## src/rtl/fir_output_stage.sv

```systemverilog
// fir_output_stage
//   Output stage behind fir_main. It applies a round-half-up right shift to
//   the 11-bit unsigned filter result, then saturates it to an 8-bit output
//   byte. It also keeps debug statistics: a sticky saturation flag, a
//   saturating event counter and a peak-hold value.
//
//   Optional feature: define FIR_OUT_PEAK_EN to build the peak-hold register
//   and its comparator. When the macro is undefined, o_peak is tied to 0.
//
//   Handshake: valid-only, with no ready and no backpressure. A sample is
//   consumed on every cycle that i_valid is high. o_data carries a new sample
//   only on cycles where o_valid is high; otherwise it holds its last value.
//   The pipeline is fixed at two register stages, and bubbles pass through
//   unchanged.

module fir_output_stage #(
    parameter int IN_W    = 11,
    parameter int OUT_W   = 8,
    parameter int SHIFT_W = 2,
    parameter int CNT_W   = 8
) (
    input  logic               clk,
    input  logic               reset,
    input  logic [IN_W-1:0]    i_y_n,
    input  logic               i_valid,
    input  logic [SHIFT_W-1:0] i_shift,
    input  logic               i_load_shift,
    input  logic               i_clr_stats,
    output logic [OUT_W-1:0]   o_data,
    output logic               o_valid,
    output logic               o_sat,
    output logic [CNT_W-1:0]   o_sat_cnt,
    output logic [OUT_W-1:0]   o_peak
);

    // The adder is one bit wider than the input so that 2047 + 4 cannot wrap.
    localparam int SUM_W = IN_W + 1;

    localparam logic [SUM_W-1:0] OUT_MAX_WIDE = SUM_W'((1 << OUT_W) - 1);
    localparam logic [CNT_W-1:0] CNT_MAX      = '1;

    logic [SHIFT_W-1:0] shift_q;

    // Stage 1 registers: the rounded and shifted value, plus its valid bit.
    logic [SUM_W-1:0]   r_q;
    logic               v1_q;

    // Stage 1 combinational path.
    logic [SUM_W-1:0]   rnd;
    logic [SUM_W-1:0]   sum;
    logic [SUM_W-1:0]   r_next;

    // Stage 2 combinational path.
    logic               sat_ev;
    logic [OUT_W-1:0]   data_next;

    // Statistics after an optional clear, before the current output is folded in.
    logic               sat_base;
    logic [CNT_W-1:0]   cnt_base;

    // Rounding constant is half an LSB of the shifted result: 2^(shift-1), or 0 at shift 0.
    always_comb begin
        rnd    = (SUM_W'(1) << shift_q) >> 1;
        sum    = {1'b0, i_y_n} + rnd;
        r_next = sum >> shift_q;
    end

    // Saturate the stage-1 value to the output width.
    always_comb begin
        sat_ev    = (r_q > OUT_MAX_WIDE);
        data_next = sat_ev ? {OUT_W{1'b1}} : r_q[OUT_W-1:0];
    end

    // A clear in the same cycle as a valid output happens first, then that output is folded in.
    always_comb begin
        sat_base = i_clr_stats ? 1'b0 : o_sat;
        cnt_base = i_clr_stats ? '0 : o_sat_cnt;
    end

    // Shift control register. A new value only affects samples entering stage 1 from the next cycle.
    always_ff @(posedge clk) begin
        if (reset) begin
            shift_q <= '0;
        end else if (i_load_shift) begin
            shift_q <= i_shift;
        end
    end

    // Stage 1: capture the rounded and shifted sample. r_q holds its value across bubbles.
    always_ff @(posedge clk) begin
        if (reset) begin
            r_q  <= '0;
            v1_q <= 1'b0;
        end else begin
            v1_q <= i_valid;
            if (i_valid) begin
                r_q <= r_next;
            end
        end
    end

    // Stage 2: saturate to the output width. o_data holds its value across bubbles.
    always_ff @(posedge clk) begin
        if (reset) begin
            o_data  <= '0;
            o_valid <= 1'b0;
        end else begin
            o_valid <= v1_q;
            if (v1_q) begin
                o_data <= data_next;
            end
        end
    end

    // Sticky saturation flag and event counter. The counter stops at all-ones instead of wrapping.
    always_ff @(posedge clk) begin
        if (reset) begin
            o_sat     <= 1'b0;
            o_sat_cnt <= '0;
        end else if (v1_q) begin
            o_sat     <= sat_base | sat_ev;
            o_sat_cnt <= (sat_ev && (cnt_base != CNT_MAX)) ? cnt_base + 1'b1 : cnt_base;
        end else if (i_clr_stats) begin
            o_sat     <= 1'b0;
            o_sat_cnt <= '0;
        end
    end

`ifdef FIR_OUT_PEAK_EN
    logic [OUT_W-1:0] peak_base;

    // After an optional clear, the peak restarts from zero.
    always_comb begin
        peak_base = i_clr_stats ? '0 : o_peak;
    end

    // Peak hold: keep the largest output value seen since reset or clear.
    always_ff @(posedge clk) begin
        if (reset) begin
            o_peak <= '0;
        end else if (v1_q) begin
            o_peak <= (data_next > peak_base) ? data_next : peak_base;
        end else if (i_clr_stats) begin
            o_peak <= '0;
        end
    end
`else
    assign o_peak = '0;
`endif

endmodule

```

## config.mk

```make
export PLATFORM = sky130hd
export DESIGN_NAME = fir_output_stage
export DESIGN_NICKNAME = d
export VERILOG_FILES = /design/src/rtl/fir_output_stage.sv
export SDC_FILE = /design/constraint.sdc
export NUM_CORES = 1
export LEC_CHECK = 0
export CAP_MARGIN = 20
export CELL_PAD_IN_SITES_DETAIL_PLACEMENT = 1
export CELL_PAD_IN_SITES_GLOBAL_PLACEMENT = 1
export CORE_UTILIZATION = 34
export DETAILED_ROUTE_END_ITERATION = 6
export PLACE_DENSITY = 0.76
export REMOVE_ABC_BUFFERS = 1
export SETUP_SLACK_MARGIN = 0.02
export SLEW_MARGIN = 20
export SYNTH_ARGS = -nofsm -noshare
export SYNTH_HDL_FRONTEND = slang
export SYNTH_SLANG_ARGS = --single-unit
```

## constraint.sdc

```tcl
create_clock -name clk -period 2.6 [get_ports clk]
set_input_delay 0.52 -clock clk [delete_from_list [all_inputs] [get_ports clk]]
set_output_delay 0.52 -clock clk [all_outputs]
set_load 0.005 [all_outputs]
```

==> impl_metrics.py, run 1 <==
metrics = {
    "placement": {
        "gp_congestion": 0.8274,
        "dp_hpwl_mm": 4.303,
        "portBuffers": 35,
        "postPlaceCellArea_mm2": 0.002659,
        "place_ws_ns": -0.2517,
    },
    "worst_setup_path": {
        "startpoint_type": "primary input",
        "path_class": "in -> reg",
        "worstReg2RegEnd": "r_q[0]",
        "reg2reg_depth": 9,
        "crit_arrival_ns": 2.63,
        "critical_path_required_ns": 2.79,
        "r2r_start": "shift_q[0]",
        "worstPathMaxFanout": 5,
        "critPathCaptureType": "flop",
        "regToRegSetupSlack_ns": 0.28,
    },
    "power": {
        "powerDensity_mw_per_mm2": 430.8,
        "vdd_drop_max_mv": 0.1850,
        "leakage_nw": 1.076,
    },
    "worst_hold_path": {
        "hold_end": "r_q[1]",
        "min_path_type": "reg -> reg",
        "min-delay-start": "r_q[1]",
        "min_path_cells": 2,
    },
    "synthesis": {
        "synth_area_mm2": 0.002111,
        "synth_top_area_share": 0.3130,
        "ys_warn_count": 0,
        "yosysTopAreaCell": "dfxtp_1",
        "synth-edff-count": 0,
        "ys_seq_elements": 33,
        "synth.area.top_cells": "dfxtp_1 (31%), mux2i_1 (6.2%), a21oi_1 (3.8%)",
        "ys_types": 58,
        "syn_inst": 244,
        "synth_seq_area_share": 0.3130,
        "syn_avg_cell_area_um2": 8.651,
        "synth_ff_type": "dfxtp_1",
        "ys_async_sr_fraction": 0,
    },
    "floorplanning": {
        "num_io_pins": 44,
        "fp.dieW_um": 80.79,
        "floorplan.initialDensity": 0.3544,
        "core_area_mm2": 0.005956,
        "row_count": 28,
        "die_area_mm2": 0.006527,
        "die_height_um": 80.79,
    },
    "routing": {
        "wl_per_cell_um": 15.01,
        "post-route-drc-count": 0,
        "drt_iter0_drc": 99,
        "wl_mm": 5.627,
        "dr.pass1.iters": 4,
        "vias": 1973,
        "vias_per_cell": 5.261,
        "antenna_left": 0,
    },
    "job": {
        "cap_violations": 0,
    },
    "layout": {
        "final_cell_mix": "clkdlybuf4s50_1 (35), dfxtp_1 (33), buf_4 (29), nor2_1 (21), a21oi_1 (15)",
        "final_common_cell": "clkdlybuf4s50_1",
        "nets": 322,
        "syn_to_final_growth_pct": 30.53,
        "drive_gt1_frac": 0.1833,
        "fill_cells": 752,
        "diodes": 0,
        "final_area_mm2": 0.002755,
    },
    "timing": {
        "max_freq_ghz": 0.4101,
        "finalSetupViolCount": 0,
        "grt_setup_unrepaired": "false",
        "fin_crit_ns": 2.439,
        "fin_crit_sh": 0.9380,
        "slew_viol_final": 0,
        "skew_ns": 0.002368,
        "finalHoldViolCount": 0,
        "setup_ws_ns": 0.1613,
        "fin_setup_tns_ns": 0,
    },
    "global_routing": {
        "grt_pass1_vias": 2030,
        "grt_max_degree": 25,
        "antenna_found_initial": 0,
        "grt_pass1_wl_mm": 9.625,
        "grt_use_total": 0.1902,
        "grt.overflow.total": 0,
    },
    "clock_tree": {
        "htreeDepth": 2,
        "clock-sinks": 33,
        "cts_inserted_buffers": 5,
        "cts-root-buf": "clkbuf_8",
        "clk_pin_slew_worst_paths_ns": 0.07,
        "cts_buffer_depth": 2,
        "worstSkewPairLatency_ns": 0.28,
        "cts_tree": "done",
        "cts_setup_buffers": 0,
    },
    "status": {
        "status": "finished, final reports clean",
    },
}
==> state kept, by name, summed over array words and instances (netlist names) <==
name       cells
r_q           12
o_sat          1
v1_q           1
o_valid        1
o_sat_cnt      8
o_data         8
shift_q        2
==> routing by layer <==
metal,vias up,track usage,share of wire
li1,986,-,-
met1,940,0.2409,0.47
met2,40,0.3314,0.49
met3,7,0.02472,0.023
met4,0,0.06429,0.015
met5,-,0,0
==> how the worst max path moves through the flow <==
stage | from | endpoint | cells past startpoint | slack [ns]
finish | i_y_n[0] | r_q[3] | 9 | 0.16
global route | i_y_n[0] | r_q[8] | 10 | 0.02
CTS | i_y_n[0] | r_q[8] | 10 | 0.03
detailed placement | i_y_n[0] | r_q[8] | 10 | -0.25
global placement | i_y_n[0] | r_q[4] | 10 | -0.19
floorplan | shift_q[0] | r_q[3] | 10 | -0.34
==> area by class of cell <==
type	count	area, um^2	area share
sequential	33	660.6	0.2398
clock buffer	6	72.57	0.02634
inverter	11	41.29	0.01499
multi-input combinational	184	1309	0.4750
clock inverter	2	10.01	0.003633
tap	75	93.84	0.03406
timing repair buffer	64	568.0	0.2062
==> cell families (layout without fill, tap and decap cells) <==
group | count (synthesis) | in the layout | synth area share
mux | 15 | 15 | 0.07231
buf+inv | 34 | 83 | 0.08595
flops | 33 | 33 | 0.3130
other cells | 1 | 8 | 0.001777
simple gates | 80 | 80 | 0.2110
xor+xnor | 10 | 10 | 0.04149
compound gates | 66 | 66 | 0.2413
fa+ha+maj | 5 | 5 | 0.03320
==> worst max-delay path: stages <==
cell,delay [ns]
clkdlybuf4s50_1,0.46
ha_1,0.16
inv_1,0.06
fa_2,0.33
and2b_2,0.26
o21ai_2,0.10
xor2_1,0.20
a211o_1,0.31
a311oi_1,0.23
==> Yosys cell counts (all sizes together), types with 6 or more instances <==
library cell and number:
dfxtp 33, nor2 21, a21oi 16, buf 13, mux2i 13, inv 11, clkbuf 10, nand2 10
o21ai 9, nand2b 7, nand4 7, nand3 6, nor3 6, xnor2 6
==> power by group <==
group | internal [mW] | switching, mW | total (mW)
clock network | 0.185 | 0.186 | 0.371
registers | 0.535 | 0.0176 | 0.553
logic | 0.133 | 0.130 | 0.263
==> stage by stage <==
step / hold slack [ns] / utilization / power (mW) / instances
floorplan: 0.4431 / - / 0.6849 / 228
global placement: 0.4648 / 0.4464 / 0.8164 / 367
detailed placement: 0.4767 / 0.4464 / 0.8247 / 367
CTS: 0.4868 / 0.4603 / 1.200 / 375
global route: 0.4977 / 0.4626 / 1.253 / 375
finish: 0.4812 / 0.4626 / 1.187 / 375
==> timing repair <==
item / CTS / global route
setup endpoints to repair: 0 / 6
resized for setup: 0 / 5
hold buffers: 0 / 0
Power figures use the tool's default switching activity.
==> inputs of run 2 (changes only) <==
ABC_AREA = 0   (was default)
CORE_MARGIN = 10   (was default)
==> run 2 against run 1 <==
  * Routed wire length grew 7.3%
  * Critical path depth grew 1
  * Combinational power grew 2%
  * Design area grew 1.5%
  * Clock power grew 2%
  * Global-route usage shrank 6.9 points
  * Sequential cell count is the same
==> impl_metrics.py, run 2 (synthesized netlist as in run 1, its figures left out) <==
metrics = {
    "job": {
        "cap_violations": 0,
    },
    "floorplanning": {
        "row_count": 28,
        "die_height_um": 98.79,
        "floorplan.initialDensity": 0.3523,
        "num_io_pins": 44,
        "core_area_mm2": 0.005991,
        "fp.dieW_um": 98.79,
        "die_area_mm2": 0.009759,
    },
    "routing": {
        "drt_iter0_drc": 82,
        "vias": 1961,
        "vias_per_cell": 5.215,
        "dr.pass1.iters": 4,
        "post-route-drc-count": 0,
        "wl_mm": 6.040,
        "antenna_left": 0,
        "wl_per_cell_um": 16.06,
    },
    "worst_setup_path": {
        "crit_chain": "inv_1, nor2_1, ha_2, inv_2, fa_2, and2b_2, o21ai_4, xor2_2, a211o_1, a311oi_1",
        "crit_slowest_cell": "fa_2",
        "cp_top_family": "compound AO/OA/AOI/OAI gates",
        "path_class": "reg -> reg",
        "cp_num_buf_inv": 2,
        "critPathLaunch": "shift_q[0]",
        "worstSetupPathDepth": 10,
        "worstReg2RegEnd": "r_q[3]",
        "worst_path_largest_cell_delay_ns": 0.38,
        "r2r_start": "shift_q[0]",
        "startpoint_type": "flop",
        "worstPathMaxFanout": 6,
        "critPathCaptureType": "flop",
        "worstSetupEndpoint": "r_q[3]",
        "critical_path_required_ns": 2.80,
        "crit_arrival_ns": 2.58,
        "reg2reg_depth": 10,
        "regToRegSetupSlack_ns": 0.22,
    },
    "layout": {
        "final_common_cell": "clkdlybuf4s50_1",
        "fin_cells": 376,
        "regMostFlops": "r_q",
        "drive_gt1_frac": 0.2027,
        "nets": 323,
        "final_cell_mix": "clkdlybuf4s50_1 (34), dfxtp_1 (33), buf_4 (29), nor2_1 (21), a21oi_1 (15)",
        "diodes": 0,
        "final_area_mm2": 0.002798,
        "top_regs": "r_q (12), o_data (8), o_sat_cnt (8)",
        "largest_reg_flops": 12,
        "syn_to_final_growth_pct": 32.54,
    },
    "global_routing": {
        "grt_max_degree": 27,
        "grt_use_total": 0.1210,
        "antenna_found_initial": 0,
        "grt.overflow.total": 0,
        "grt_pass1_wl_mm": 10.14,
        "grt_pass1_vias": 2109,
    },
    "timing": {
        "fin_crit_sh": 0.9142,
        "skew_ns": 0.001153,
        "fin_crit_ns": 2.377,
        "grt_setup_unrepaired": "false",
        "max_freq_ghz": 0.4207,
        "slew_viol_final": 0,
        "finalHoldViolCount": 0,
        "finalSetupViolCount": 0,
    },
    "clock_tree": {
        "htreeDepth": 2,
        "clk_pin_slew_worst_paths_ns": 0.07,
        "worstSkewPairLatency_ns": 0.29,
        "clock-sinks": 33,
        "cts_tree": "done",
        "cts-root-buf": "clkbuf_8",
        "cts_inserted_buffers": 5,
        "cts_buffer_depth": 2,
    },
    "placement": {
        "gp_congestion": 0.8233,
        "portBuffers": 35,
        "place_inst": 367,
        "dp_hpwl_mm": 4.805,
        "postPlaceCellArea_mm2": 0.002659,
    },
    "power": {
        "power_mw": 1.199,
        "leakage_nw": 1.095,
        "powerDensity_mw_per_mm2": 428.7,
        "vdd_drop_max_mv": 0.2645,
    },
    "worst_hold_path": {
        "min_path_type": "reg -> reg",
    },
    "status": {
        "status": "finished, final reports clean",
    },
}
run 2: changes by cell type in the layout (fill, tap and decap cells not counted), sizes merged:
cell           previous run  this run
dlymetal6s2s              0         1
clkdlybuf4s50            35        34
buf                      29        30
run 2: worst min path at each step:
stage / from / endpoint / cells after the start
floorplan: r_q[0] / r_q[0] / 2
global placement: o_sat / o_sat / 2
detailed placement: r_q[0] / r_q[0] / 2
CTS: r_q[0] / r_q[0] / 2
global route: r_q[0] / r_q[0] / 2
finish: r_q[0] / r_q[0] / 2
run 2: report_power, final:
group	leakage, nW	total, mW	switching (mW)	internal [mW]
clock network	0.0450	0.377	0.192	0.185
logic	0.780	0.268	0.133	0.135
registers	0.270	0.554	0.0187	0.535
run 2: stage by stage:
| stage | hold slack [ns] | setup WS, ns | TNS, ns | utilization |
|---|---|---|---|---|
| final | 0.4856 | 0.2230 | 0 | 0.4670 |
| after global routing | 0.5112 | 0.04441 | 0 | 0.4670 |
| after CTS | 0.4927 | 0.03978 | 0 | 0.4576 |
| after detailed placement | 0.4825 | -0.2524 | -1.812 | 0.4438 |
| after global placement | 0.4643 | -0.2041 | -0.9893 | 0.4438 |
| after floorplan | 0.4431 | -0.3363 | -2.140 | - |
run 2: timing repair:
action	4_1_cts	5_1_grt
endpoints found under the hold margin	0	0
setup endpoints to repair	0	6
hold buffers	0	0
resized for setup	0	14
buffers inserted	0	1
run 2: layout make-up:
type / count / area (um^2)
inverters: 11 / 41.29
flip-flops and latches: 33 / 660.6
clock inverters: 2 / 10.01
well taps: 75 / 93.84
fillers: 714 / 3193
multi-input cells: 184 / 1338
repair buffers: 65 / 581.8
clock buffers: 6 / 72.57
run 2: layer usage:
layer / wire length [um] / GRT usage / vias to the layer above
met5: 0 / 0 / -
met4: 95 / 0.04520 / 0
met3: 197 / 0.02374 / 8
met2: 3072 / 0.2114 / 32
met1: 2674 / 0.1416 / 938
li1: - / - / 983
run 2: worst reg2reg max path: cells and delay by family (launching register included):
kind	cells	cell delay, ns
DFF	1	0.33
buffers and inverters	2	0.14
xor gates and xnor gates	1	0.18
and+or+nand+nor	2	0.42
adders and majority gates	2	0.57
AOI/OAI and AO/OA	3	0.65
==> variant 1, RTL diff (flow settings as in run 1) <==
`IN_W`: 11 -> 22.
--- a/src/rtl/fir_output_stage.sv
+++ b/src/rtl/fir_output_stage.sv
@@ -16,3 +16,3 @@
 module fir_output_stage #(
-    parameter int IN_W    = 11,
+    parameter int IN_W    = 22,
     parameter int OUT_W   = 8,
Ports: changed (resized i_y_n); port bits go from 44 to 55. No check against the original RTL was run, so the function may have changed too.
==> variant 1 against run 1 <==
The flow now finishes with violations (setup timing). Setup slack worse by 0.28 ns. Area after synthesis is 45% higher. Cell area increased by 63%. Register-to-register slack got worse by 0.40 ns. Count of clock-buffer cells in the layout stayed put. Wire length grew 92%. Sequential power grew 35%. Power grew 48%. Sequential cell count up 11. Critical endpoint is now r_q[9]. Largest cell class unchanged.
==> variant 1: results (changes against run 1) <==
Global routing
  – Initial antenna violation count: 0 (unchanged)
  – Largest net degree at the start of global routing: 49 (was 25)
  – Met2 usage: 0.3906 (was 0.3314)
  – Number of global-route vias before repair: 3316 (was 2030)
  – Global-route wire length before repair: 16.46 mm (was 9.625 mm)
  – Routing usage on met3: 0.02240 (was 0.02472)
  – All-layer global routing usage: 0.2147 (was 0.1902)

Drt
  – M1 WL: 4.581 mm (was 2.632 mm)
  – DR vias/cell: 5.667 (was 5.261)
  – Post-Route WL: 10.79 mm (was 5.627 mm)
  – Met3 wire len: 423 um (was 132 um)
  – Wire length on met2: 5.622 mm (was 2.778 mm)
  – Iteration-0 DRC Markers: 109 (was 99)

Pwr
  – Max VDD drop: 181.3 uV (was 185.0 uV)

Layout
  – Top flop regs: r_q: 23 flops, o_data: 8 flops, o_sat_cnt: 8 flops (was r_q: 12 flops, o_data: 8 flops, o_sat_cnt: 8 flops)
  – Utilization of the core after routing: 0.5165 (was 0.4626)
  – Share of layout cells above drive strength 1: 0.3096 (was 0.1833)
  – Final Non-Filler Cells: 586 (was 375)

Setup path
  – Worst setup SP type: register (was input port)
  – Worst-path fanout max: 4 (was 5)

Placed design
  – DP Worst Slack: -0.6932 ns (was -0.2517 ns)
  – Gpl congestion: 0.8782 (was 0.8274)
  – Post-DP HPWL: 7.421 mm (was 4.303 mm)
  – Placed inst area: 3988 um^2 (was 2659 um^2)

Logic synthesis
  – Syn_area_per_cell: 8.175 um^2 (was 8.651 um^2)
  – Async SR Flop Fraction: 0 (unchanged)
  – Commonest cells post-synth: dfxtp_1, nand2_1, nor2_1 (was dfxtp_1, nor2_1, a21oi_1)
  – Sequential fraction of the synthesis area: 0.2873 (was 0.3130)
  – Synth unique cells: 64 (was 58)

CTS
  – Skew-Pair Late Insertion Delay: 0.30 ns (was 0.28 ns)

Timing
  – Worst Skew: 0.005580 ns (was 0.002368 ns)
  – Fin worst setup slack: -0.1152 ns (was 0.1613 ns)
  – Final Setup Violations: 10 (was 0)
  – Setup TNS: -0.4126 ns (was 0 ns)

Run status
  – Outcome: finished, violations left (was completed)
  – Failing checks: setup timing

Worst hold path
  – Min-Delay Startpoint: o_sat (was r_q[1])
==> variant 1: changes by cell type after synthesis, moves of 7 or more <==
cell	change
a21oi_1	+8
nand2_1	+19
or3b_2	+7
o221ai_1	+7
nand3_1	+10
dfxtp_1	+11
==> variant 1: final cells by class <==
type	count	area, um^2
clock inverter	2	35.03
tap	108	135.1
clock buffer	6	72.57
timing repair buffer	120	1054
multi-input combinational	292	2272
sequential	44	883.3
inverter	14	52.55
fill	1018	4217
==> variant 1: worst max-delay path, cell delays in order (launching register included) <==
cell and delay, ns:
dfxtp_2 0.34, inv_2 0.04, nor2_1 0.09, buf_4 0.14, ha_4 0.13, inv_2 0.03, fa_2 0.35, buf_4 0.15
buf_6 0.11, nor2b_4 0.17, o2111ai_2 0.15, xor2_2 0.20, nor2b_2 0.17, a211o_1 0.23, a311oi_1 0.29
==> variant 1: repair_timing <==
item                       in CTS  in global routing
gates resized for setup        31                 38
pin swaps                      19                 32
setup buffers                   7                 10
setup endpoints to repair      22                 22
==> variant 1: kinds of logic (layout without fill, tap and decap cells) <==
logic type,count (synthesis),in the layout,share of synthesized area
adders and majority gates,5,5,0.02286
buffers and inverters,46,142,0.06775
muxes,20,20,0.07469
other,1,8,0.001223
AOI/OAI and AO/OA,105,105,0.2518
DFF,44,44,0.2873
and+or+nand+nor,135,135,0.2400
xor gates and xnor gates,19,19,0.05429
==> variant 1: path summary, 6_finish.rpt <==
kind | endpoint | depth (start not counted) | slack, ns
max | r_q[9] | 14 | -0.12
min | o_sat | 2 | 0.48
max reg2reg | r_q[9] | 14 | -0.12
min reg2reg | o_sat | 2 | 0.48
==> variant 1: where the power goes <==
part	switching, W	internal [W]	total [W]
Combinational	0.000240	0.000247	0.000486
Clock	0.000234	0.000285	0.000520
Sequential	0.0000272	0.000720	0.000747
Total	0.000501	0.00125	0.00175
==> variant 2, RTL diff (settings of run 1) <==
Made on the original files. The output `o_valid` loses its register stage (`o_valid` becomes a continuous assignment). Comments in the files are not updated.
--- a/src/rtl/fir_output_stage.sv
+++ b/src/rtl/fir_output_stage.sv
@@ -105,5 +105,3 @@
             o_data  <= '0;
-            o_valid <= 1'b0;
         end else begin
-            o_valid <= v1_q;
             if (v1_q) begin
@@ -113,2 +111,4 @@
     end
+
+    assign o_valid = v1_q;
 
Function: changed (a bounded check fails within 4 cycles, from zero or initial values and one cycle with reset high).
==> variant 2 against run 1 <==
Area after synthesis decreased by 3.6%. Count of clock-buffer cells in the layout increased by 2. Synthesized cell count increased by 2.0%. Power increased by 0.47%. Wire length decreased by 0.82%. First-iteration DRC count decreased by 57%. Cell count decreased by 0.53%. Combinational power about the same. Cell area decreased by 2.3%. Global-route usage decreased by 0.47 points. Sequential cell count decreased by 1. Setup slack improved by 0.031 ns.
==> variant 2: results (changes against run 1) <==
Logic synthesis
  – Top-count cell post-synth: nor2_1 (was dfxtp_1)
  – Synth unique cells: 62 (was 58)
  – Mux cell area share after synthesis: 0.03567 (was 0.07232)
  – Post-Synth XOR/XNOR Area: 0.04736 (was 0.04149)
  – Commonest cells post-synth: nor2_1, dfxtp_1, nor3_1 (was dfxtp_1, nor2_1, a21oi_1)
  – Synth Area in Adders: 0.03444 (was 0.03320)
  – Main area contributors after synthesis: dfxtp_1, nor2_1, nor3_1, buf_4, xor2_1 (was dfxtp_1, mux2i_1, a21oi_1, nor2_1, buf_4)

Setup path
  – WS Path Type: register to register (was input port to register)
  – Worst r2r src: shift_q[1] (was shift_q[0])
  – Slowest cell on crit path: dfxtp_1 (was clkdlybuf4s50_1)
  – Crit path to: r_q[7] (was r_q[3])
  – Register-to-Register Path Depth: 10 (was 9)
  – Reg2reg setup slack: 0.19 ns (was 0.28 ns)

Drt
  – Iteration-0 DRC Markers: 43 (was 99)
  – DR vias/cell: 5.290 (was 5.261)
  – Post-Route WL: 5.581 mm (was 5.627 mm)
  – Wire length on met2: 2.763 mm (was 2.778 mm)

Layout
  – Share of layout cells above drive strength 1: 0.1827 (was 0.1833)
  – Number of clock buffers in the layout: 8 (was 6)
  – #MultiIn Comb: 191 (was 184)
  – NumNets Final: 323 (was 322)
  – Buffering overhead: 0.1994 (was 0.2062)
  – Area of the multi-input gates: 1292 um^2 (was 1309 um^2)
  – Repair and plain buffers: 59 (was 64)

Pwr
  – Leak: 1.044 nW (was 1.076 nW)
  – Max VDD drop: 276.7 uV (was 185.0 uV)
  – P_seq: 0.000538 W (was 0.000553 W)
  – Switching Fraction: 0.2750 (was 0.2810)

Global routing
  – Routing usage on met3: 0.02759 (was 0.02472)
  – Global-route wire length before repair: 9.190 mm (was 9.625 mm)
  – Number of global-route vias before repair: 1973 (was 2030)
  – Met1 Usage GRT: 0.2238 (was 0.2409)
  – Met2 usage: 0.3284 (was 0.3314)

Worst hold path
  – Min-Delay Startpoint: o_sat (was r_q[1])
  – Worst hold endpoint: o_sat (was r_q[1])

CTS
  – Post-CTS Resized: 1 (was 0)
  – # Post-CTS Setup Buffers: 1 (was 0)
  – Clock Sinks: 32 (was 33)

Run status
  – Outcome: completed (unchanged)

Placed design
  – Gpl congestion: 0.8109 (was 0.8274)
  – Post-DP HPWL: 4.307 mm (was 4.303 mm)

Timing
  – Worst Skew: 0.004617 ns (was 0.002368 ns)
  – Final hold slack: 0.4755 ns (was 0.4812 ns)
==> variant 2: cells by family (layout without fill, tap and decap cells) <==
family,after synthesis,in the layout
buffers and inverters,33,78
multiplexers,7,7
other,1,8
flip-flops,32,32
XOR/XNOR,11,11
adder cells (fa/ha/maj),5,5
AO/OA/AOI/OAI,56,56
AND/OR/NAND/NOR,104,104
==> variant 2: stage by stage <==
step           setup WS (ns)  std cells  utilization  total power, W  cell area, um^2
6_report              0.1928        373       0.4770        0.001193             2691
3_3_place_gp         -0.1424        364       0.4498       0.0007912             2537
2_1_floorplan        -0.3255        234            -       0.0006662             1924
5_1_grt              0.06638        373       0.4770        0.001256             2691
3_5_place_dp         -0.3192        364       0.4498       0.0008008             2537
4_1_cts              0.02316        373       0.4680        0.001194             2640
==> variant 2: tightest hold or removal path, stage by stage, from the launching register on <==
cell	delay, ns
dfxtp_1	0.31
nand2b_1	0.06
a21oi_1	0.06
